File: src/rtl/x7seg_pkg.sv
// Shared types and constants for the multiplexed 7-segment display driver.
package x7seg_pkg;

  localparam int DP_BIT = 7;

  // Active-high g..a patterns for hex digits 0-F.
  localparam logic [6:0] SEG_LUT [16] = '{
    7'h3F, 7'h06, 7'h5B, 7'h4F, 7'h66, 7'h6D, 7'h7D, 7'h27,
    7'h7F, 7'h6F, 7'h77, 7'h7C, 7'h58, 7'h5E, 7'h79, 7'h71
  };

  typedef enum logic {S_BLANK, S_ON} state_e;

  // Ceiling log2, never below 1 so a single-digit build still gets a 1-bit index.
  function automatic int clog2(input int n);
    int w = 1;
    while ((1 << w) < n) w++;
    return w;
  endfunction

endpackage

File: src/rtl/x7seg_scan_mux_if.sv
// Bundle of the display driver's datapath inputs and board-pin outputs.
interface x7seg_scan_mux_if #(
  parameter int NUM_DIGITS = 4
);
  logic [4*NUM_DIGITS-1:0] data;
  logic [NUM_DIGITS-1:0]   dp_in;
  logic [NUM_DIGITS-1:0]   digit_en;
  logic                    load;
  logic [7:0]              a_to_g;
  logic [NUM_DIGITS-1:0]   an;
  logic                    scan_tick;

  modport master (
    output data, dp_in, digit_en, load,
    input  a_to_g, an, scan_tick
  );

  modport slave (
    input  data, dp_in, digit_en, load,
    output a_to_g, an, scan_tick
  );
endinterface

File: src/rtl/x7seg_hex_decode.sv
// Combinational nibble + decimal point to active-high 8-bit segment pattern.
module x7seg_hex_decode
  import x7seg_pkg::*;
(
  input  logic [3:0] nibble,
  input  logic       dp,
  output logic [7:0] seg
);

  always_comb begin
    seg         = {1'b0, SEG_LUT[nibble]};
    seg[DP_BIT] = dp;
  end

endmodule

File: src/rtl/x7seg_scan_mux.sv
// Time-multiplexed 7-segment scanner with per-slot blanking and registered pin outputs.
// Optional leading-zero suppression is built when X7SEG_ZERO_BLANK_EN is defined.
module x7seg_scan_mux
  import x7seg_pkg::*;
#(
  parameter int NUM_DIGITS     = 4,
  parameter int SCAN_DIV       = 100000,
  parameter int BLANK_CYCLES   = 1000,
  parameter bit SEG_ACTIVE_LOW = 1'b1,
  parameter bit AN_ACTIVE_LOW  = 1'b1
) (
  input  logic             clk,
  input  logic             rst_n,
  x7seg_scan_mux_if.slave  bus
);

  localparam int CNT_W = clog2(SCAN_DIV);
  localparam int IDX_W = clog2(NUM_DIGITS);
  localparam logic [7:0]            SEG_OFF = {8{SEG_ACTIVE_LOW}};
  localparam logic [NUM_DIGITS-1:0] AN_OFF  = {NUM_DIGITS{AN_ACTIVE_LOW}};

  logic [CNT_W-1:0]        cnt_q, cnt_d;
  logic [IDX_W-1:0]        idx_q, idx_d;
  state_e                  state_q, state_d;
  logic                    wrap;
  logic [4*NUM_DIGITS-1:0] shadow_data_q;
  logic [NUM_DIGITS-1:0]   shadow_dp_q;
  logic [NUM_DIGITS-1:0]   dark;
  logic [3:0]              cur_nibble;
  logic                    cur_dp;
  logic [7:0]              cur_seg;
  logic                    lit;
  logic [NUM_DIGITS-1:0]   an_hot, an_d, an_q;
  logic [7:0]              seg_d, a_to_g_q;
  logic                    scan_tick_q;

`ifdef X7SEG_ZERO_BLANK_EN
  logic all_zero;

  // Walk from the most significant digit down; digit 0 always stays visible.
  always_comb begin
    all_zero = 1'b1;
    dark     = '0;
    for (int i = NUM_DIGITS - 1; i >= 0; i--) begin
      all_zero = all_zero & (shadow_data_q[4*i +: 4] == 4'h0);
      if (i > 0) dark[i] = all_zero;
    end
  end
`else
  assign dark = '0;
`endif

  // NOTE: every signal written in a combinational block gets a default first, so no path can infer a latch.
  always_comb begin
    wrap    = (cnt_q == CNT_W'(SCAN_DIV - 1));
    cnt_d   = wrap ? '0 : cnt_q + 1'b1;
    idx_d   = idx_q;
    if (wrap) idx_d = (idx_q == IDX_W'(NUM_DIGITS - 1)) ? '0 : idx_q + 1'b1;
    state_d = (int'(cnt_d) < BLANK_CYCLES) ? S_BLANK : S_ON;
  end

  assign cur_nibble = shadow_data_q[4*idx_q +: 4];
  assign cur_dp     = shadow_dp_q[idx_q] & ~dark[idx_q];

  x7seg_hex_decode u_decode (
    .nibble (cur_nibble),
    .dp     (cur_dp),
    .seg    (cur_seg)
  );

  // Segments are forced off together with the anode so a dark slot drives nothing.
  always_comb begin
    lit            = (state_q == S_ON) && bus.digit_en[idx_q] && !dark[idx_q];
    an_hot         = '0;
    an_hot[idx_q]  = 1'b1;
    an_d           = lit ? (an_hot ^ AN_OFF) : AN_OFF;
    seg_d          = lit ? (cur_seg ^ SEG_OFF) : SEG_OFF;
  end

  // NOTE: sequential state uses non-blocking assignments so all registers update from the same pre-edge values.
  always_ff @(posedge clk or negedge rst_n) begin
    if (!rst_n) begin
      cnt_q         <= '0;
      idx_q         <= '0;
      state_q       <= S_BLANK;
      // NOTE: the shadow registers are reset too, so a display that is never loaded shows zeros rather than X.
      shadow_data_q <= '0;
      shadow_dp_q   <= '0;
      a_to_g_q      <= SEG_OFF;
      an_q          <= AN_OFF;
      scan_tick_q   <= 1'b0;
    end else begin
      cnt_q       <= cnt_d;
      idx_q       <= idx_d;
      state_q     <= state_d;
      a_to_g_q    <= seg_d;
      an_q        <= an_d;
      scan_tick_q <= wrap;
      if (bus.load) begin
        shadow_data_q <= bus.data;
        shadow_dp_q   <= bus.dp_in;
      end
    end
  end

  assign bus.a_to_g    = a_to_g_q;
  assign bus.an        = an_q;
  assign bus.scan_tick = scan_tick_q;

endmodule

File: src/flat_wrapper.sv
// flat-port wrapper written by rule: the top's interface ports become plain ports
module x7seg_scan_mux_flat import x7seg_pkg::*;
#(
  parameter int NUM_DIGITS     = 4,
  parameter int SCAN_DIV       = 100000,
  parameter int BLANK_CYCLES   = 1000,
  parameter bit SEG_ACTIVE_LOW = 1'b1,
  parameter bit AN_ACTIVE_LOW  = 1'b1
)
  (clk, rst_n, bus_data, bus_dp_in, bus_digit_en, bus_load, bus_a_to_g, bus_an, bus_scan_tick);
  x7seg_scan_mux_if #(.NUM_DIGITS(NUM_DIGITS)) bus_i ();
  input  logic clk;
  input  logic rst_n;
  input wire logic [$bits(bus_i.data)-1:0] bus_data;
  input wire logic [$bits(bus_i.dp_in)-1:0] bus_dp_in;
  input wire logic [$bits(bus_i.digit_en)-1:0] bus_digit_en;
  input wire logic [$bits(bus_i.load)-1:0] bus_load;
  output wire logic [$bits(bus_i.a_to_g)-1:0] bus_a_to_g;
  output wire logic [$bits(bus_i.an)-1:0] bus_an;
  output wire logic [$bits(bus_i.scan_tick)-1:0] bus_scan_tick;
  assign bus_i.data = bus_data;
  assign bus_i.dp_in = bus_dp_in;
  assign bus_i.digit_en = bus_digit_en;
  assign bus_i.load = bus_load;
  assign bus_a_to_g = bus_i.a_to_g;
  assign bus_an = bus_i.an;
  assign bus_scan_tick = bus_i.scan_tick;
  x7seg_scan_mux #(.NUM_DIGITS(NUM_DIGITS), .SCAN_DIV(SCAN_DIV), .BLANK_CYCLES(BLANK_CYCLES), .SEG_ACTIVE_LOW(SEG_ACTIVE_LOW), .AN_ACTIVE_LOW(AN_ACTIVE_LOW)) u_core (.clk(clk), .rst_n(rst_n), .bus(bus_i));
endmodule
File: config.mk
export PLATFORM = sky130hd
export DESIGN_NAME = x7seg_scan_mux_flat
export DESIGN_NICKNAME = d
export VERILOG_FILES = /design/src/rtl/x7seg_pkg.sv /design/src/rtl/x7seg_scan_mux_if.sv /design/src/rtl/x7seg_hex_decode.sv /design/src/rtl/x7seg_scan_mux.sv /design/src/flat_wrapper.sv
export SDC_FILE = /design/constraint.sdc
export NUM_CORES = 1
export LEC_CHECK = 0
export BUFFER_PORTS_ARGS = -buffer_cell sky130_fd_sc_hd__buf_2
export CELL_PAD_IN_SITES_DETAIL_PLACEMENT = 1
export CELL_PAD_IN_SITES_GLOBAL_PLACEMENT = 1
export CORE_MARGIN = 5
export CORE_UTILIZATION = 45
export CTS_CLUSTER_DIAMETER = 200
export DETAILED_ROUTE_END_ITERATION = 16
export GPL_ROUTABILITY_DRIVEN = 1
export PLACE_DENSITY_LB_ADDON = 0.1
export SLEW_MARGIN = 20
export SYNTH_ARGS = -nofsm -noshare
export SYNTH_HDL_FRONTEND = slang
export SYNTH_SLANG_ARGS = --single-unit
export TNS_END_PERCENT = 30
File: constraint.sdc
create_clock -name clk -period 2.2 [get_ports clk]
set_input_delay 0.11 -clock clk [delete_from_list [all_inputs] [get_ports clk]]
set_output_delay 0.11 -clock clk [all_outputs]
set_load 0.005 [all_outputs]
==> results.toml <==
[status]
run_status = "finished, final reports clean"

[floorplanning]
die_h_um = 85.9
core-area_um2 = 5540
row_count = 27
die_area_um2 = 7390
io_pins = 40
die_x_um = 85.9
start_util = 0.468

[clock_tree]
clkSinkCount = 53
cts_resized = 0
numCtsBuffers = 5
ctsRootBufferMaster = "clkbuf_8"
cts-htree-levels = 2
clock_latency_ns = 0.30
cts_buffer_depth = 2
cts_hold_repair.buffers = 1
cts_tree = "yes"
path_clk_slew_ns = 0.09
cts_setup_buffers = 0

[placed_design]
placed_cell_area_um2 = 2880
preCtsSetupSlack_ns = 0.218
hpwl_mm = 4.02
io_buffers = 39
placed_cells = 329
globalplace.congestion = 0.774

[logic_synthesis]
syn_area_um2 = 2590
syn_inst = 222
yosysUniqueCellTypes = 39
synth_edf_count = 0
synth_warnings = 0
synth_flop_cell = "dfrtp_1"
synth_nets = 259
ys_seq_elements = 53
async_reset_ff_frac = 1.00
ys_seq_area_frac = 0.517
avgSynthCellArea_um2 = 11.7

[critical_path]
reg2reg_slack_ns = 0.17
cpPeakStageDelay_ns = 0.41
path_class = "reg -> reg"
ff2ff_path_depth = 7
cp.arrival_ns = 2.22
r2r-end = "u_core.state_q"
end_kind = "register"
path_cells = "ha_1 -> and4_1 -> buf_4 -> and3_1 -> o211ai_1 -> a32oi_1 -> or3b_1"
critPathMaxFanout = 7
r2r-start = "u_core.cnt_q[0]"
crit_slowest_cell = "dfrtp_1"
required_ns = 2.39
crit_start = "u_core.cnt_q[0]"
start_kind = "register"

[cells_and_area]
area_growth_pct = 15.4
multiInputGateArea_um2 = 1170
diodes = 0
nets = 302
fill_cells = 621
fin_area_um2 = 3000
seq_area_um2 = 1340
drive_gt1_frac = 0.357
fin_util = 0.541
final_cells = 338

[pwr]
power_leakage_nw = 1.28
p_total_mw = 1.80
p_per_area_nw_per_um2 = 601
vdd.ir_drop.worst_mv = 0.307

[sta]
fin_crit_ns = 2.03
drv_slew = 0
setup_tns_ns = 0
period_share = 0.923
setup_ws_ns = 0.169
relSlewSlack = 0.567
max_freq_ghz = 0.492
hold_viol = 0
worst_pin_slew_ns = 0.650
rsz0062_at_grt = "false"
hold-worst-slack_ns = 0.0301
skew_ns = 0.00679
setup_viol = 0

[worst_hold_path]
min-delay-start = "bus_data[8]"
hold_path_class = "in -> reg"
min_to = "u_core.shadow_data_q[8]"
min_path_cells = 2

[grt]
gr-total-overflow = 0
antenna_found_initial = 0
grt_pass1_wl_mm = 9.32
first_global_vias = 1846
grt_max_degree = 54
track_usage = 0.159

[drt]
wirelength_mm = 5.44
drc_errors = 0
vias_per_cell = 5.30
wl_per_cell_um = 16.1
vias = 1792
first_pass_iters = 4
antenna_violating_nets_post_route = 0
drtIter0Drc = 76

[job]
timing.max_cap.violations = 0
## worst max-delay path by stage
stage,end,slack (ns),cells after the start
after CTS,u_core.state_q,0.19,7
final,u_core.state_q,0.17,7
after floorplan,u_core.state_q,0.24,7
after detailed placement,u_core.state_q,0.22,7
after global placement,u_core.state_q,0.26,7
after global routing,u_core.state_q,0.09,7
## synth_stat cells (all sizes together), types with 6 or more instances
cell type,count,share of area
dfstp,12,0.12
nand2,20,0.030
dfrtp,41,0.40
o21ai,7,0.013
inv,8,0.012
mux2,20,0.087
nand3,9,0.017
mux4,6,0.052
xnor2,12,0.041
nor2,16,0.023
ha,10,0.048
clkbuf,7,0.010
## routing by layer
metal	share of wire	GRT usage	vias to the layer above
met2	0.44	0.239	33
met5	0	0	-
li1	-	-	861
met4	0.011	0.0432	0
met3	0.042	0.0307	4
met1	0.51	0.233	894
## placed cells by master (no fill, tap or decap), types with 2 or more instances in the layout
| cell | netlist | routed |
|---|---|---|
| nor2b_1 | 4 | 4 |
| o21ai_0 | 7 | 7 |
| dfrtp_1 | 41 | 41 |
| mux4_2 | 6 | 6 |
| and3_1 | 3 | 3 |
| nand3_1 | 9 | 9 |
| xnor2_1 | 12 | 12 |
| nor2_1 | 16 | 16 |
| nand2_1 | 19 | 19 |
| o211ai_1 | 5 | 5 |
| ha_1 | 10 | 10 |
| nor3_1 | 5 | 5 |
| and2_1 | 2 | 2 |
| clkbuf_8 | 0 | 7 |
| inv_1 | 8 | 8 |
| mux2i_1 | 2 | 2 |
| buf_4 | 1 | 7 |
| a21oi_1 | 5 | 5 |
| mux2_2 | 20 | 20 |
| xor2_1 | 4 | 4 |
| buf_2 | 3 | 39 |
| dfstp_2 | 12 | 12 |
| nand4_1 | 4 | 4 |
| nor4_1 | 2 | 2 |
## critical path: cells and delay by family (launching register included)
kind                       cells  cell delay [ns]
and+or+nand+nor                3             0.78
adders and majority gates      1             0.21
buffers and inverters          1             0.18
AOI/OAI and AO/OA              2             0.34
DFF                            1             0.41
## cell type report
type	instances	area share
Sequential cell	53	0.448
Multi-Input combinational cell	150	0.392
Timing Repair Buffer	47	0.0860
Clock buffer	7	0.0322
Tap cell	72	0.0301
Inverter	8	0.0100
Clock inverter	1	0.00167
## registers in the layout (all words and copies together) (netlist names)
register and flops:
u_core.bus.an 4, u_core.cnt_q 17, u_core.idx_q 2, u_core.shadow_dp_q 4
u_core.bus.a_to_g 8, u_core.state_q 1, u_core.shadow_data_q 16, u_core.bus.scan_tick 1
## report_power, final
group / internal, mW / leakage, nW / switching (mW)
registers: 1.01 / 0.639 / 0.0183
clock network: 0.285 / 0.0542 / 0.316
logic: 0.0831 / 0.590 / 0.0858
## cells by family after synthesis
kind of cell / share of synthesized area
xor gates and xnor gates: 0.0540
adders and majority gates: 0.0482
DFF: 0.517
buffers and inverters: 0.0304
and+or+nand+nor: 0.143
muxes: 0.147
AOI/OAI and AO/OA: 0.0608
Power figures use the tool's default switching activity.
